`src/rtl/mem_arb_pkg.sv`:
```
// Shared encodings and counter widths for the unified-memory port arbiter.
package mem_arb_pkg;

    typedef enum logic [1:0] {
        ST_IDLE   = 2'd0,
        ST_BUSY_I = 2'd1,
        ST_BUSY_D = 2'd2
    } arb_state_t;

    typedef enum logic {
        OWN_I = 1'b0,
        OWN_D = 1'b1
    } owner_t;

    localparam int STREAK_W  = 4;
    localparam int TIMEOUT_W = 8;

    function automatic owner_t owner_of(input arb_state_t s);
        return (s == ST_BUSY_D) ? OWN_D : OWN_I;
    endfunction

endpackage

```
`src/rtl/mem_arb_watchdog.sv`:
```
// Busy-period watchdog: counts busy cycles without acknowledge and flags
// expiry once the count reaches TIMEOUT.
module mem_arb_watchdog
    import mem_arb_pkg::*;
#(
    parameter int TIMEOUT = 255
) (
    input  logic clock,
    input  logic reset_n,
    input  logic start,
    input  logic clear,
    input  logic run,
    output logic expire
);

    localparam logic [TIMEOUT_W-1:0] LIMIT = TIMEOUT_W'(TIMEOUT);

    logic [TIMEOUT_W-1:0] count;

    // Saturates at LIMIT so expire stays asserted until the FSM leaves busy.
    always_ff @(posedge clock or negedge reset_n) begin
        if (!reset_n) begin
            count <= '0;
        end else if (start || clear) begin
            count <= '0;
        end else if (run && (count != LIMIT)) begin
            count <= count + 1'b1;
        end
    end

    assign expire = (count == LIMIT);

endmodule

```
`src/rtl/mem_port_arbiter.sv`:
```
// Arbitrates one single-ported memory between instruction fetch (I) and the
// memory-stage data path (D), with a starvation guard and timeout watchdog.
module mem_port_arbiter
    import mem_arb_pkg::*;
#(
    parameter int MAX_D_STREAK = 4,
    parameter int TIMEOUT      = 255
) (
    input  logic        clock,
    input  logic        reset_n,
    input  logic        i_req,
    input  logic [31:0] i_addr,
    output logic [31:0] i_rdata,
    output logic        i_done,
    input  logic        d_req,
    input  logic        d_we,
    input  logic        d_byte,
    input  logic [31:0] d_addr,
    input  logic [31:0] d_wdata,
    output logic [31:0] d_rdata,
    output logic        d_done,
    output logic        mem_req,
    output logic        mem_we,
    output logic        mem_byte,
    output logic [31:0] mem_addr,
    output logic [31:0] mem_wdata,
    input  logic [31:0] mem_rdata,
    input  logic        mem_ack,
    output logic        stall_i,
    output logic        stall_d,
    output logic        bus_error,
    output logic        spurious_ack
);

    localparam logic [STREAK_W-1:0] STREAK_MAX = STREAK_W'(MAX_D_STREAK);

    arb_state_t           state;
    arb_state_t           state_next;
    owner_t               owner;
    logic                 grant_i;
    logic                 grant_d;
    logic                 busy;
    logic                 expire;
    logic                 finish;
    logic                 timed_out;
    logic [31:0]          done_rdata;
    logic [STREAK_W-1:0]  streak;

    assign busy      = (state != ST_IDLE);
    assign owner     = owner_of(state);
    assign finish    = busy & (mem_ack | expire);
    assign timed_out = busy & expire & ~mem_ack;

    // D normally wins a tie; once it has won MAX_D_STREAK times in a row
    // while I waited, I is forced through.
    always_comb begin
        state_next = state;
        grant_i    = 1'b0;
        grant_d    = 1'b0;
        case (state)
            ST_IDLE: begin
                if (d_req && !(i_req && (streak == STREAK_MAX))) begin
                    grant_d    = 1'b1;
                    state_next = ST_BUSY_D;
                end else if (i_req) begin
                    grant_i    = 1'b1;
                    state_next = ST_BUSY_I;
                end
            end
            ST_BUSY_I, ST_BUSY_D: begin
                if (mem_ack || expire) begin
                    state_next = ST_IDLE;
                end
            end
            default: state_next = ST_IDLE;
        endcase
    end

    always_ff @(posedge clock or negedge reset_n) begin
        if (!reset_n) begin
            state <= ST_IDLE;
        end else begin
            state <= state_next;
        end
    end

    always_ff @(posedge clock or negedge reset_n) begin
        if (!reset_n) begin
            mem_we    <= 1'b0;
            mem_byte  <= 1'b0;
            mem_addr  <= '0;
            mem_wdata <= '0;
        end else if (grant_d) begin
            mem_we    <= d_we;
            mem_byte  <= d_byte;
            mem_addr  <= d_addr;
            mem_wdata <= d_wdata;
        end else if (grant_i) begin
            mem_we    <= 1'b0;
            mem_byte  <= 1'b0;
            mem_addr  <= i_addr;
            mem_wdata <= '0;
        end
    end

    always_ff @(posedge clock or negedge reset_n) begin
        if (!reset_n) begin
            streak <= '0;
        end else if (grant_i) begin
            streak <= '0;
        end else if (!busy && !i_req) begin
            streak <= '0;
        end else if (grant_d && (streak != STREAK_MAX)) begin
            streak <= streak + 1'b1;
        end
    end

    always_ff @(posedge clock or negedge reset_n) begin
        if (!reset_n) begin
            bus_error    <= 1'b0;
            spurious_ack <= 1'b0;
        end else begin
            if (timed_out) begin
                bus_error <= 1'b1;
            end
            if (!busy && mem_ack) begin
                spurious_ack <= 1'b1;
            end
        end
    end

    mem_arb_watchdog #(
        .TIMEOUT (TIMEOUT)
    ) u_watchdog (
        .clock   (clock),
        .reset_n (reset_n),
        .start   (grant_i | grant_d),
        .clear   (finish),
        .run     (busy & ~mem_ack),
        .expire  (expire)
    );

    // A timed-out access completes with zero data.
    assign done_rdata = mem_ack ? mem_rdata : 32'd0;

    assign mem_req = busy;
    assign i_done  = finish & (owner == OWN_I);
    assign d_done  = finish & (owner == OWN_D);
    assign i_rdata = i_done ? done_rdata : 32'd0;
    assign d_rdata = d_done ? done_rdata : 32'd0;
    assign stall_i = i_req & ~i_done;
    assign stall_d = d_req & ~d_done;

endmodule

```
`config.mk`:
```
export PLATFORM = sky130hd
export DESIGN_NAME = mem_port_arbiter
export DESIGN_NICKNAME = d
export VERILOG_FILES = /design/src/rtl/mem_arb_pkg.sv /design/src/rtl/mem_arb_watchdog.sv /design/src/rtl/mem_port_arbiter.sv
export SDC_FILE = /design/constraint.sdc
export NUM_CORES = 1
export LEC_CHECK = 0
export CORE_MARGIN = 2
export CORE_UTILIZATION = 39
export DETAILED_ROUTE_END_ITERATION = 10
export PLACE_DENSITY = 0.95
export SYNTH_ARGS = -nofsm -noshare
export SYNTH_HDL_FRONTEND = slang
export SYNTH_SLANG_ARGS = --single-unit
```
`constraint.sdc`:
```
create_clock -name clock -period 2.9 [get_ports clock]
set_input_delay 0.435 -clock clock [delete_from_list [all_inputs] [get_ports clock]]
set_output_delay 0.435 -clock clock [all_outputs]
set_load 0.03 [all_outputs]
```
Word-level counts from Yosys, hierarchy flattened

Index checks and enable logic that the tools add are counted.

Bits in registers: 82
Latch bits: 0
Bits in writable memories: 0
Memory bits (read-only): 0
Output and inout bits: 137
Memories: 0

Add/subtract/negate cells: 2
Multipliers: 0
Divide/modulo/power cells: 0
$lt $le $gt $ge: 0
Eq/ne operators: 8
Shift-type cells: 0
Multiplexer cells: 25
Bitwise operators: 14
Reduce and logical (&&, ||, !) cells: 18

Operators by type and width:

| cell                                                                    | number |
|---|---|
| 32-bit two-way mux                                                      | 7 |
| 8-bit two-way mux                                                       | 2 |
| 4-bit two-way mux                                                       | 3 |
| 1-bit two-way mux                                                       | 9 |
| 8-bit by 1-bit adder with 8-bit output, second input constant           | 1 |
| 1-bit AND                                                               | 8 |
| 8-bit equality test, second input constant                              | 1 |
| 8-bit inequality test, second input constant                            | 1 |
| 1-bit logical AND                                                       | 6 |
| 2-bit two-way mux                                                       | 3 |
| 2-bit nonzero test                                                      | 3 |
| 4-bit by 1-bit adder with 4-bit output, second input constant           | 1 |
| 4-bit by 3-bit equality test with 1-bit output, second input constant   | 1 |
| 4-bit by 3-bit inequality test with 1-bit output, second input constant | 1 |
| 1-bit inverter                                                          | 4 |
| 2-bit case mux with 2 select lines                                      | 1 |
| 1-bit zero test                                                         | 3 |
| 3-bit inequality test, second input constant                            | 1 |
| 3-bit nonzero test                                                      | 1 |
| 2-bit by 1-bit equality test with 1-bit output, second input constant   | 1 |
| 2-bit equality test, second input constant                              | 1 |
| 2-bit zero test                                                         | 1 |
| 1-bit logical OR                                                        | 2 |
| 2-bit inequality test, second input constant                            | 1 |
| 3 further kinds                                                         | 4 |

Longest topological paths before layout

Gate-level depths: netlist of run 1.

Depth after elaboration: 10
Mapped depth: 8

Modules after synthesis

A second synthesis of run 1 with hierarchy kept.

Cells, all modules: 510
Area, all modules: 4603.2 um2

By module, submodules not included:

| module           | instances | cells an instance | area an instance (um2) |
|---|---|---|---|
| mem_port_arbiter | 1         | 458               | 4122.7 |
| mem_arb_watchdog | 1         | 52                | 480.5 |

Worst setup path after synthesis of run 1

OpenSTA, ideal clock, no wires.

Path kind: reg2out
Start: register state[1]
End: output port i_rdata[31]
Arrival time: 1654 ps
Data required time: 2465 ps
Path slack: 811 ps
Stages on the path, launching flop included: 7
Path through: dfrtp_1 > inv_1 > ha_1 > buf_2 > or3_1 > buf_6 > nor2_1

Cells in the longest elaborated chain, start to end: 5

RTL lines:

| element                | line                    | source |
|---|---|---|
| start, declared        | mem_port_arbiter.sv:37  | `arb_state_t state;` |
| start signal, assigned | mem_port_arbiter.sv:83  | `state <= state_next;` |
| 2-bit equality test    | mem_arb_pkg.sv:19       | `return (s == ST_BUSY_D) ? OWN_D : OWN_I;` |
| 1-bit two-way mux      | mem_arb_pkg.sv:19       |  |
| 1-bit inverter         | mem_port_arbiter.sv:147 | `assign i_done = finish & (owner == OWN_I);` |
| 1-bit AND (*)          | mem_port_arbiter.sv:147 |  |
| 32-bit two-way mux (*) | mem_port_arbiter.sv:149 | `assign i_rdata = i_done ? done_rdata : 32'd0;` |
| end, declared          | mem_port_arbiter.sv:13  | `output logic [31:0] i_rdata,` |

Every way passes the cells marked *; elsewhere a longest branch is shown, timed or not.

Worst setup path after layout of run 1

Start: register u_watchdog.count[0]
End: output port i_rdata[31]

Cells in the longest elaborated chain, start to end: 5

RTL lines:

| element                | line                    | source |
|---|---|---|
| start, declared        | mem_arb_watchdog.sv:18  | `logic [TIMEOUT_W-1:0] count;` |
| start signal, assigned | mem_arb_watchdog.sv:27  | `count <= count + 1'b1;` |
| 8-bit equality test    | mem_arb_watchdog.sv:31  | `assign expire = (count == LIMIT);` |
| 1-bit OR               | mem_port_arbiter.sv:51  | `assign finish = busy & (mem_ack \| expire);` |
| 1-bit AND              | mem_port_arbiter.sv:51  |  |
| 1-bit AND              | mem_port_arbiter.sv:147 |  |
| 32-bit two-way mux     | mem_port_arbiter.sv:149 |  |

Every way passes these cells.

==> impl_metrics.ini, run 1 <==
[power]
ir_drop_v = 0.000785
powerDensity_mw_per_mm2 = 918
p_leak_nw = 3.00
p_total_w = 0.00637

[yosys]
synthTopCellsByArea = dfrtp_1, nor2_4, a22o_1, nand2_1, o22ai_1
synth_seq_cells = 82
yosysTopAreaCell = dfrtp_1
syn_avg_cell_area_sq_um = 9.79
ys_warn_count = 0
synth_area_sq_mm = 0.00409
synth_top_area_share_pct = 50.2
syn-num-nets = 558
ys_seq_area_share_pct = 50.2
synth_cell_types = 35
synth_cells = 418

[cts]
clock-sinks = 82
path_clk_slew_ps = 80
cts_htree_levels = 3
cts_root_buffer = clkbuf_8
numCtsBuffers = 9
clk_latency_ps = 360
cts_tree = built
ctsLongestPathBuffers = 2
post-cts-setup-buffers = 0

[detailed_routing]
drt-vias-per-instance = 5.19
vias = 4216
drtIter0Drc = 313
routedWlPerCell_um = 16.9
antenna_left = 0
routed_wl_mm = 13.8
drc_errors = 0
firstDrtPassIters = 6

[worst_setup_path]
cp-end-kind = output port
slowest_stage = or3_2
critical_path.top_delay_family = simple AND/OR/NAND/NOR gates
crit_buf_inv = 2
worst-setup-path-type = register to output port
critical_path.max_fanout = 33
crit_chain = ha_1 -> a41oi_2 -> or3_2 -> buf_12 -> nor2_1 -> buf_4
cp.required_ps = 2470
start_kind = register
critPathMaxStageDelay_ps = 480
cp.arrival_ps = 2280
rrSetupSlack_ps = 670

[timing]
slew_violations = 0
setup_viol = 0
rsz0062_at_grt = no
setup_tns_ps = 0
layout_min_cycle_time_ps = 2710
max_freq_mhz = 368
slew_headroom_pct = 32.6
fin_skew_ps = 11.8
post-route-period-util_pct = 93.6
final_hold_viol_count = 0
worst_pin_slew_ps = 1010

[global_route]
gr-usage-all-layers_pct = 23.9
grt_start_max_net_pins = 83
grt_remaining_overflow = 0
antenna_found_initial = 0
grt_pass1_vias = 4205
grt_pass1_wl_mm = 21.1

[outcome]
status = finished clean

[die]
die_x_um = 106
fp.coreArea_sq_mm = 0.0102
die_y_um = 106
ios = 272
rows = 37
start_util_pct = 40.0
die_area_sq_mm = 0.0113

[place]
place_congestion = 0.903
place_inst = 797
numPortBuffers = 271
placed_area_sq_mm = 0.00675
hpwl_mm = 10.4

[job]
drv_cap = 0

[layout]
drive_above_1_share_pct = 18.8
synthToLayoutAreaGrowth_pct = 69.6
nNetsFinal = 812
stdcell_area_sq_mm = 0.00694
instances_no_fill = 813
antennaDiodeCount = 0

[hold_path]
hold_class = primary input to async pin
## cells in the final DEF, fill, tap and decap left out, types with 2 or more instances in the layout
cell	count
o31ai_1	3
o21ai_0	33
nor2_4	29
dfrtp_1	82
nor2_1	43
nand3_1	6
buf_4	70
and2_1	3
clkinv_2	3
inv_1	11
nand4_1	5
o21ai_1	2
buf_12	6
a22o_1	34
a21o_1	2
xor2_1	6
ha_1	5
clkdlybuf4s50_1	203
mux2i_1	2
o22ai_1	32
nand2_1	70
clkbuf_8	11
## layout make-up
| class | instances | area [sq um] |
|---|---|---|
| fillers | 734 | 3290 |
| repair buffers | 279 | 2680 |
| flip-flops and latches | 82 | 2050 |
| multi-input cells | 289 | 1820 |
| well taps | 136 | 170 |
| clock buffers | 12 | 155 |
| inverters | 11 | 41.3 |
| clock inverters | 4 | 23.8 |
## cells in the mapped netlist, drive strengths merged
| cell | count |
|---|---|
| o21ai | 36 |
| nor2 | 72 |
| o311ai | 1 |
| inv | 11 |
| buf | 12 |
| nand3 | 6 |
| a32o | 1 |
| a41o | 1 |
| nand2 | 70 |
| a21o | 2 |
| clkbuf | 24 |
| or3 | 1 |
| nor4 | 1 |
| dfrtp | 82 |
| or3b | 1 |
| o31ai | 3 |
| o22ai | 32 |
| a22o | 34 |
| ha | 5 |
| nor2b | 1 |
| mux2 | 1 |
| mux2i | 2 |
| xor2 | 6 |
| and2 | 3 |
| and3 | 2 |
| and4 | 1 |
| nand4b | 1 |
| a41oi | 1 |
| nand4 | 5 |
## state kept, by name (all words and copies together), names as in the netlist
name / flops
mem_addr: 32
mem_wdata: 32
mem_we: 1
u_watchdog.count: 8
state: 2
bus_error: 1
streak: 4
mem_byte: 1
spurious_ack: 1
## routing by layer
| metal | track usage (%) | part of all wire [%] | vias up |
|---|---|---|---|
| met5 | 0 | 0 | - |
| li1 | - | - | 1954 |
| met3 | 5.95 | 8.5 | 40 |
| met2 | 43.5 | 51 | 254 |
| met1 | 25.2 | 36 | 1968 |
| met4 | 13.1 | 4.5 | 0 |
## timing repair
action                                  CTS  global route
gates resized for setup                   0             1
hold buffers                              0             0
endpoints found under the setup margin    0             1
## kinds of logic (layout without fill, tap and decap cells)
| logic type | count (synthesis) | in the layout | share of synthesized area (%) |
|---|---|---|---|
| adder cells (fa/ha/maj) | 5 | 5 | 1.53 |
| XOR/XNOR | 6 | 6 | 1.28 |
| flip-flops | 82 | 82 | 50.2 |
| multiplexers | 3 | 3 | 0.765 |
| buffers and inverters | 47 | 306 | 5.84 |
| AO/OA/AOI/OAI | 111 | 111 | 18.6 |
| AND/OR/NAND/NOR | 164 | 164 | 21.8 |
## power by group
group / switching, W / total (W) / leakage [nW] / internal, W
Clock: 0.000411 / 0.000768 / 0.0965 / 0.000357
Sequential: 0.000293 / 0.00192 / 1.04 / 0.00162
Combinational: 0.00218 / 0.00368 / 1.87 / 0.00150
Total: 0.00288 / 0.00637 / 3.00 / 0.00349
## stage by stage
step	hold WS (ps)	setup WS (ps)	util, %
floorplan	139	811	-
detailed placement	447	169	66.0
CTS	277	196	67.8
global route	327	108	67.8
global placement	446	316	66.0
finish	234	186	67.8
## path summary, 6_finish.rpt
check	from	endpoint	depth (start not counted)
max in group asynchronous	reset_n	mem_wdata[6]$_DFFE_PN0P_	1
worst min register to register	spurious_ack$_DFFE_PN0P_	spurious_ack$_DFFE_PN0P_	1
worst max register to register	state[0]$_DFFE_PN0P_	mem_addr[19]$_DFFE_PN0P_	6
worst min-delay path	reset_n	mem_wdata[29]$_DFFE_PN0P_	1
min in group clock	spurious_ack$_DFFE_PN0P_	spurious_ack$_DFFE_PN0P_	1
worst max-delay path	u_watchdog.count[0]$_DFFE_PN0P_	i_rdata[31]	6
## worst reg2reg max path, delay by kind of cell (launching register included)
| kind | cells | cell delay, ps |
|---|---|---|
| simple gates | 1 | 670 |
| fa+ha+maj | 1 | 270 |
| compound gates | 2 | 460 |
| buf+inv | 2 | 340 |
| flops | 1 | 360 |
Power figures use the tool's default switching activity.
==> run 2: changes to the inputs <==
--- a/config.mk
+++ b/config.mk
@@ -5,8 +5,10 @@
 export SDC_FILE = /design/constraint.sdc
 export NUM_CORES = 1
 export LEC_CHECK = 0
+export ABC_CLOCK_PERIOD_IN_PS = 2900
 export CORE_MARGIN = 2
-export CORE_UTILIZATION = 39
+export CORE_UTILIZATION = 40
+export CTS_BUF_LIST = sky130_fd_sc_hd__clkbuf_4
 export DETAILED_ROUTE_END_ITERATION = 10
 export PLACE_DENSITY = 0.95
 export SYNTH_ARGS = -nofsm -noshare
==> impl_metrics.ini, run 2 (synthesized netlist as in run 1, its figures left out) <==
[outcome]
status = finished clean

[timing]
slew_violations = 0
max_freq_mhz = 366
layout_setup_ws_ps = 167
post-route-period-util_pct = 94.3
worst_pin_slew_ps = 1220
rsz0062_at_grt = no
fin_skew_ps = 12.0
setup_viol = 0
setup_tns_ps = 0
slew_headroom_pct = 18.4
final_hold_viol_count = 0
timing.hold.ws_ps = 179
layout_min_cycle_time_ps = 2730

[worst_setup_path]
critical_path.top_delay_family = simple AND/OR/NAND/NOR gates
cp.required_ps = 2470
critPathMaxStageDelay_ps = 480
worst-setup-path-type = register to output port
crit_chain = ha_1 -> a41oi_2 -> or3_2 -> buf_12 -> nor2_1 -> buf_4
crit_buf_inv = 2
cp-end-kind = output port
critical_path.max_fanout = 33
start_kind = register
slowest_stage = or3_2
cp.arrival_ps = 2300

[die]
fp.coreArea_sq_mm = 0.00986
die_x_um = 105
start_util_pct = 41.5
rows = 36
die_y_um = 105
die_area_sq_mm = 0.0111
ios = 272

[cts]
clock-sinks = 82
cts_htree_levels = 3
ctsLongestPathBuffers = 2
numCtsBuffers = 9
clk_latency_ps = 410
hold_buffers = 0
path_clk_slew_ps = 130
cts_tree = built
cts_root_buffer = clkbuf_4

[layout]
antennaDiodeCount = 0
multiInputGateArea_sq_mm = 0.00182
final_common_cell = clkdlybuf4s50_1
instances_no_fill = 810
drive_above_1_share_pct = 18.9
fill_cells = 729
reg.largest.list = mem_addr (32), mem_wdata (32), u_watchdog.count (8)
seq_area_sq_mm = 0.00205
nNetsFinal = 813
synthToLayoutAreaGrowth_pct = 69.2
final_cell_mix = clkdlybuf4s50_1, dfrtp_1, buf_4

[power]
p_leak_nw = 3.00
ir_drop_v = 0.000614
powerDensity_mw_per_mm2 = 911

[detailed_routing]
drc_errors = 0
antenna_left = 0
routedWlPerCell_um = 16.9
firstDrtPassIters = 5
vias = 4202
routed_wl_mm = 13.7
drtIter0Drc = 272
drt-vias-per-instance = 5.19

[place]
place_congestion = 0.945
place_inst = 795
numPortBuffers = 271
dp_slack_ps = 232
hpwl_mm = 10.7

[hold_path]
hold_class = primary input to async pin

[job]
drv_cap = 0

[global_route]
gr-usage-all-layers_pct = 25.0
grt_start_max_net_pins = 83
antenna_found_initial = 0
grt_pass1_vias = 4297
grt_remaining_overflow = 0
grt_pass1_wl_mm = 21.8
==> run 2: cell count changes in the layout (fill, tap and decap cells not counted), sizes merged <==
cell / delta
clkdlybuf4s50: -1
clkbuf: -3
buf: +2
bufinv: +2
==> run 2: routing by layer <==
metal	GRT usage, %	vias to the layer above	share of wire [%]	routed length [um]
met5	0	-	0	0
met4	13.6	0	4.6	624
met3	6.30	41	7.2	984
met2	44.9	219	53	7230
met1	26.8	1990	35	4860
li1	-	1952	-	-
==> run 2: worst paths after layout <==
kind	from	end	slack, ps	cells past startpoint
max	u_watchdog.count[0]$_DFFE_PN0P_	i_rdata[0]	170	6
min	reset_n	mem_addr[0]$_DFFE_PN0P_	180	1
max reg2reg	state[0]$_DFFE_PN0P_	mem_addr[7]$_DFFE_PN0P_	390	5
min reg2reg	spurious_ack$_DFFE_PN0P_	spurious_ack$_DFFE_PN0P_	480	1
max in group asynchronous	reset_n	u_watchdog.count[2]$_DFFE_PN0P_	2070	1
min in group clock	spurious_ack$_DFFE_PN0P_	spurious_ack$_DFFE_PN0P_	480	1
==> run 2: area by class of cell <==
type / count / area share [%]
clock inverters: 6 / 1.18
clock buffers: 9 / 0.976
flip-flops and latches: 82 / 29.7
inverters: 11 / 0.597
multi-input cells: 289 / 26.2
repair buffers: 280 / 39.0
well taps: 133 / 2.41
==> run 2: where the power goes <==
group	internal [W]	leakage [nW]	switching, W
combinational	0.00151	1.88	0.00217
sequential	0.00162	1.04	0.000293
clock	0.000342	0.0813	0.000369
total	0.00347	3.00	0.00283
==> run 2: through the flow <==
step / area, sq um / util [%] / power (W)
after floorplan: 4090 / - / 0.00408
after global placement: 6770 / 68.6 / 0.00549
after detailed placement: 6770 / 68.6 / 0.00561
after CTS: 6920 / 70.1 / 0.00635
after global routing: 6920 / 70.1 / 0.00665
final: 6920 / 70.1 / 0.00630
==> run 2: what timing repair did <==
item / in CTS / in global routing
hold endpoints to repair: 0 / 0
resized for setup: 0 / 1
setup endpoints to repair: 0 / 72
buffers inserted: 0 / 0
==> run 3: changes to the inputs <==
--- a/config.mk
+++ b/config.mk
@@ -5,9 +5,10 @@
 export SDC_FILE = /design/constraint.sdc
 export NUM_CORES = 1
 export LEC_CHECK = 0
+export ABC_AREA = 1
 export ABC_CLOCK_PERIOD_IN_PS = 2900
 export CORE_MARGIN = 2
-export CORE_UTILIZATION = 40
+export CORE_UTILIZATION = 43
 export CTS_BUF_LIST = sky130_fd_sc_hd__clkbuf_4
 export DETAILED_ROUTE_END_ITERATION = 10
 export PLACE_DENSITY = 0.95
==> impl_metrics.ini, run 3 <==
[layout]
reg.largest.list = mem_addr (32), mem_wdata (32), u_watchdog.count (8)
final_cell_mix = nand2_1, clkdlybuf4s50_1, inv_1
nNetsFinal = 1048
drive_above_1_share_pct = 4.38
synthToLayoutAreaGrowth_pct = 60.6
antennaDiodeCount = 0
final_common_cell = nand2_1

[global_route]
grt_pass1_wl_mm = 23.8
antenna_found_initial = 0
grt_pass1_vias = 5012
gr-usage-all-layers_pct = 25.2
grt_remaining_overflow = 0
grt_start_max_net_pins = 83

[worst_setup_path]
cp.arrival_ps = 2310
rrSetupSlack_ps = 870
rr_worst_depth = 9
start_kind = register
cp-end-kind = output port
r2r_start = state[0]$_DFFE_PN0P_
critical_path.max_fanout = 33
worst-setup-path-type = register to output port
r2r_end = mem_wdata[15]$_DFFE_PN0P_
cp.required_ps = 2470

[detailed_routing]
drt-vias-per-instance = 4.97
routed_wl_mm = 15.5
vias = 5230
antenna_left = 0
drc_errors = 0
firstDrtPassIters = 5
routedWlPerCell_um = 14.7
drtIter0Drc = 365

[outcome]
status = finished clean

[power]
p_int_w = 0.00354
powerDensity_mw_per_mm2 = 885
p_sw_w = 0.00329
p_clk_share_pct = 11.1
p_leak_nw = 4.57
seqPwrFrac_pct = 27.4
p_comb_share_pct = 61.5
switching_share_pct = 48.1
ir_drop_v = 0.000605

[timing]
slew_headroom_pct = 31.5
timing.hold.ws_ps = 181
post-route-period-util_pct = 94.6
layout_setup_ws_ps = 157
setup_tns_ps = 0
setup_viol = 0
slew_violations = 0
max_freq_mhz = 365
layout_min_cycle_time_ps = 2740
worst_pin_slew_ps = 1030
final_hold_viol_count = 0
rsz0062_at_grt = no
fin_skew_ps = 10.7

[yosys]
yosysMostFrequentCell = nand2_1
ys_seq_area_share_pct = 42.7
syn-num-nets = 802
synth_edf_count = 0
ys_warn_count = 0
yosysTopAreaCell = dfrtp_1
synthTopCellsByArea = dfrtp_1, nand2_1, inv_1, nand4_1, nand3b_1
syn_avg_cell_area_sq_um = 7.26
synth_cell_types = 27
synth_area_sq_mm = 0.00481
synth_top_area_share_pct = 42.7
ys_async_sr_fraction_pct = 100
synth_seq_cells = 82
synth_common_cells = nand2_1, inv_1, dfrtp_1
synth_top_flop_cell = dfrtp_1
synth_cells = 662

[cts]
ctsLongestPathBuffers = 2
numCtsBuffers = 9
cts_root_buffer = clkbuf_4
clk_latency_ps = 410
path_clk_slew_ps = 140
cts_htree_levels = 3
clock-sinks = 82
cts_tree = built

[place]
hpwl_mm = 11.5
place_congestion = 0.876
dp_slack_ps = 391
numPortBuffers = 271

[die]
die_y_um = 110
fp.coreArea_sq_mm = 0.0109
rows = 38
ios = 272
die_x_um = 110
start_util_pct = 44.2
die_area_sq_mm = 0.0120

[hold_path]
hold_class = primary input to async pin

[job]
drv_cap = 0
[run 3: cell count changes in the layout (fill, tap and decap cells not counted), sizes merged, moves of 34 or more]
cell   previous run  this run
nor2             72        16
inv              12       121
nand3             6        45
buf              78        15
nand2            70       236
nand4             5        68
a22o             34         0
[run 3: area by class of cell]
cell class                 count  area, sq um
sequential                    82         2050
multi-input combinational    415         2030
inverter                     119          454
clock inverter                 7          100
timing repair buffer         281         2840
fill                         837         3170
clock buffer                   9         67.6
tap                          140          175
[run 3: power by group through the flow]
stage | registers [W] | logic, W | clock network, W
floorplan | 0.00277 | 0.00166 | 0
global placement | 0.00186 | 0.00418 | 0
detailed placement | 0.00190 | 0.00426 | 0
CTS | 0.00187 | 0.00423 | 0.000787
global route | 0.00192 | 0.00452 | 0.000838
finish | 0.00187 | 0.00420 | 0.000761
[run 3: cells by family (layout without fill, tap and decap cells)]
group	Yosys count	count (layout)	share of synthesized area (%)
DFF	82	82	42.7
adders and majority gates	5	5	1.30
AOI/OAI and AO/OA	8	8	0.937
buffers and inverters	165	416	15.1
xor gates and xnor gates	4	4	0.729
and+or+nand+nor	398	398	39.3
[run 3: worst max path at each step]
stage	from	endpoint	slack [ps]	cells past startpoint
after floorplan	state[0]$_DFFE_PN0P_	d_rdata[22]	790	7
after CTS	state[0]$_DFFE_PN0P_	i_rdata[6]	0.2	7
after global placement	state[0]$_DFFE_PN0P_	i_rdata[15]	500	7
final	state[0]$_DFFE_PN0P_	i_rdata[21]	160	7
after detailed placement	state[0]$_DFFE_PN0P_	d_rdata[9]	390	7
after global routing	state[0]$_DFFE_PN0P_	i_rdata[23]	10	7
[run 3: per-stage QoR]
| stage | instance area (sq um) | power (W) | util (%) | cells |
|---|---|---|---|---|
| 2_1_floorplan | 4810 | 0.00442 | - | 662 |
| 3_3_place_gp | 7530 | 0.00604 | 69.2 | 1037 |
| 3_5_place_dp | 7530 | 0.00615 | 69.2 | 1037 |
| 4_1_cts | 7660 | 0.00689 | 70.4 | 1053 |
| 5_1_grt | 7720 | 0.00728 | 70.9 | 1053 |
| 6_report | 7720 | 0.00683 | 70.9 | 1053 |
[run 3: critical path, stage by stage (launching register included)]
cell,delay (ps)
dfrtp_1,360
inv_1,60
ha_1,210
inv_1,60
buf_4,310
nand4_1,150
inv_1,80
clkdlybuf4s50_1,670
[run 3: routing by layer]
| metal | routed length (um) | up-vias | global-route usage, % | share of wire, % |
|---|---|---|---|---|
| li1 | - | 2568 | - | - |
| met1 | 5940 | 2413 | 28.4 | 38 |
| met2 | 7930 | 228 | 46.0 | 51 |
| met3 | 1320 | 21 | 7.05 | 8.5 |
| met4 | 290 | 0 | 7.59 | 1.9 |
| met5 | 0 | - | 0 | 0 |
[run 3: what timing repair did]
item	in CTS	in global routing
gates resized for setup	29	23
endpoints found under the setup margin	29	22
hold buffers	0	0
buffers inserted	0	0
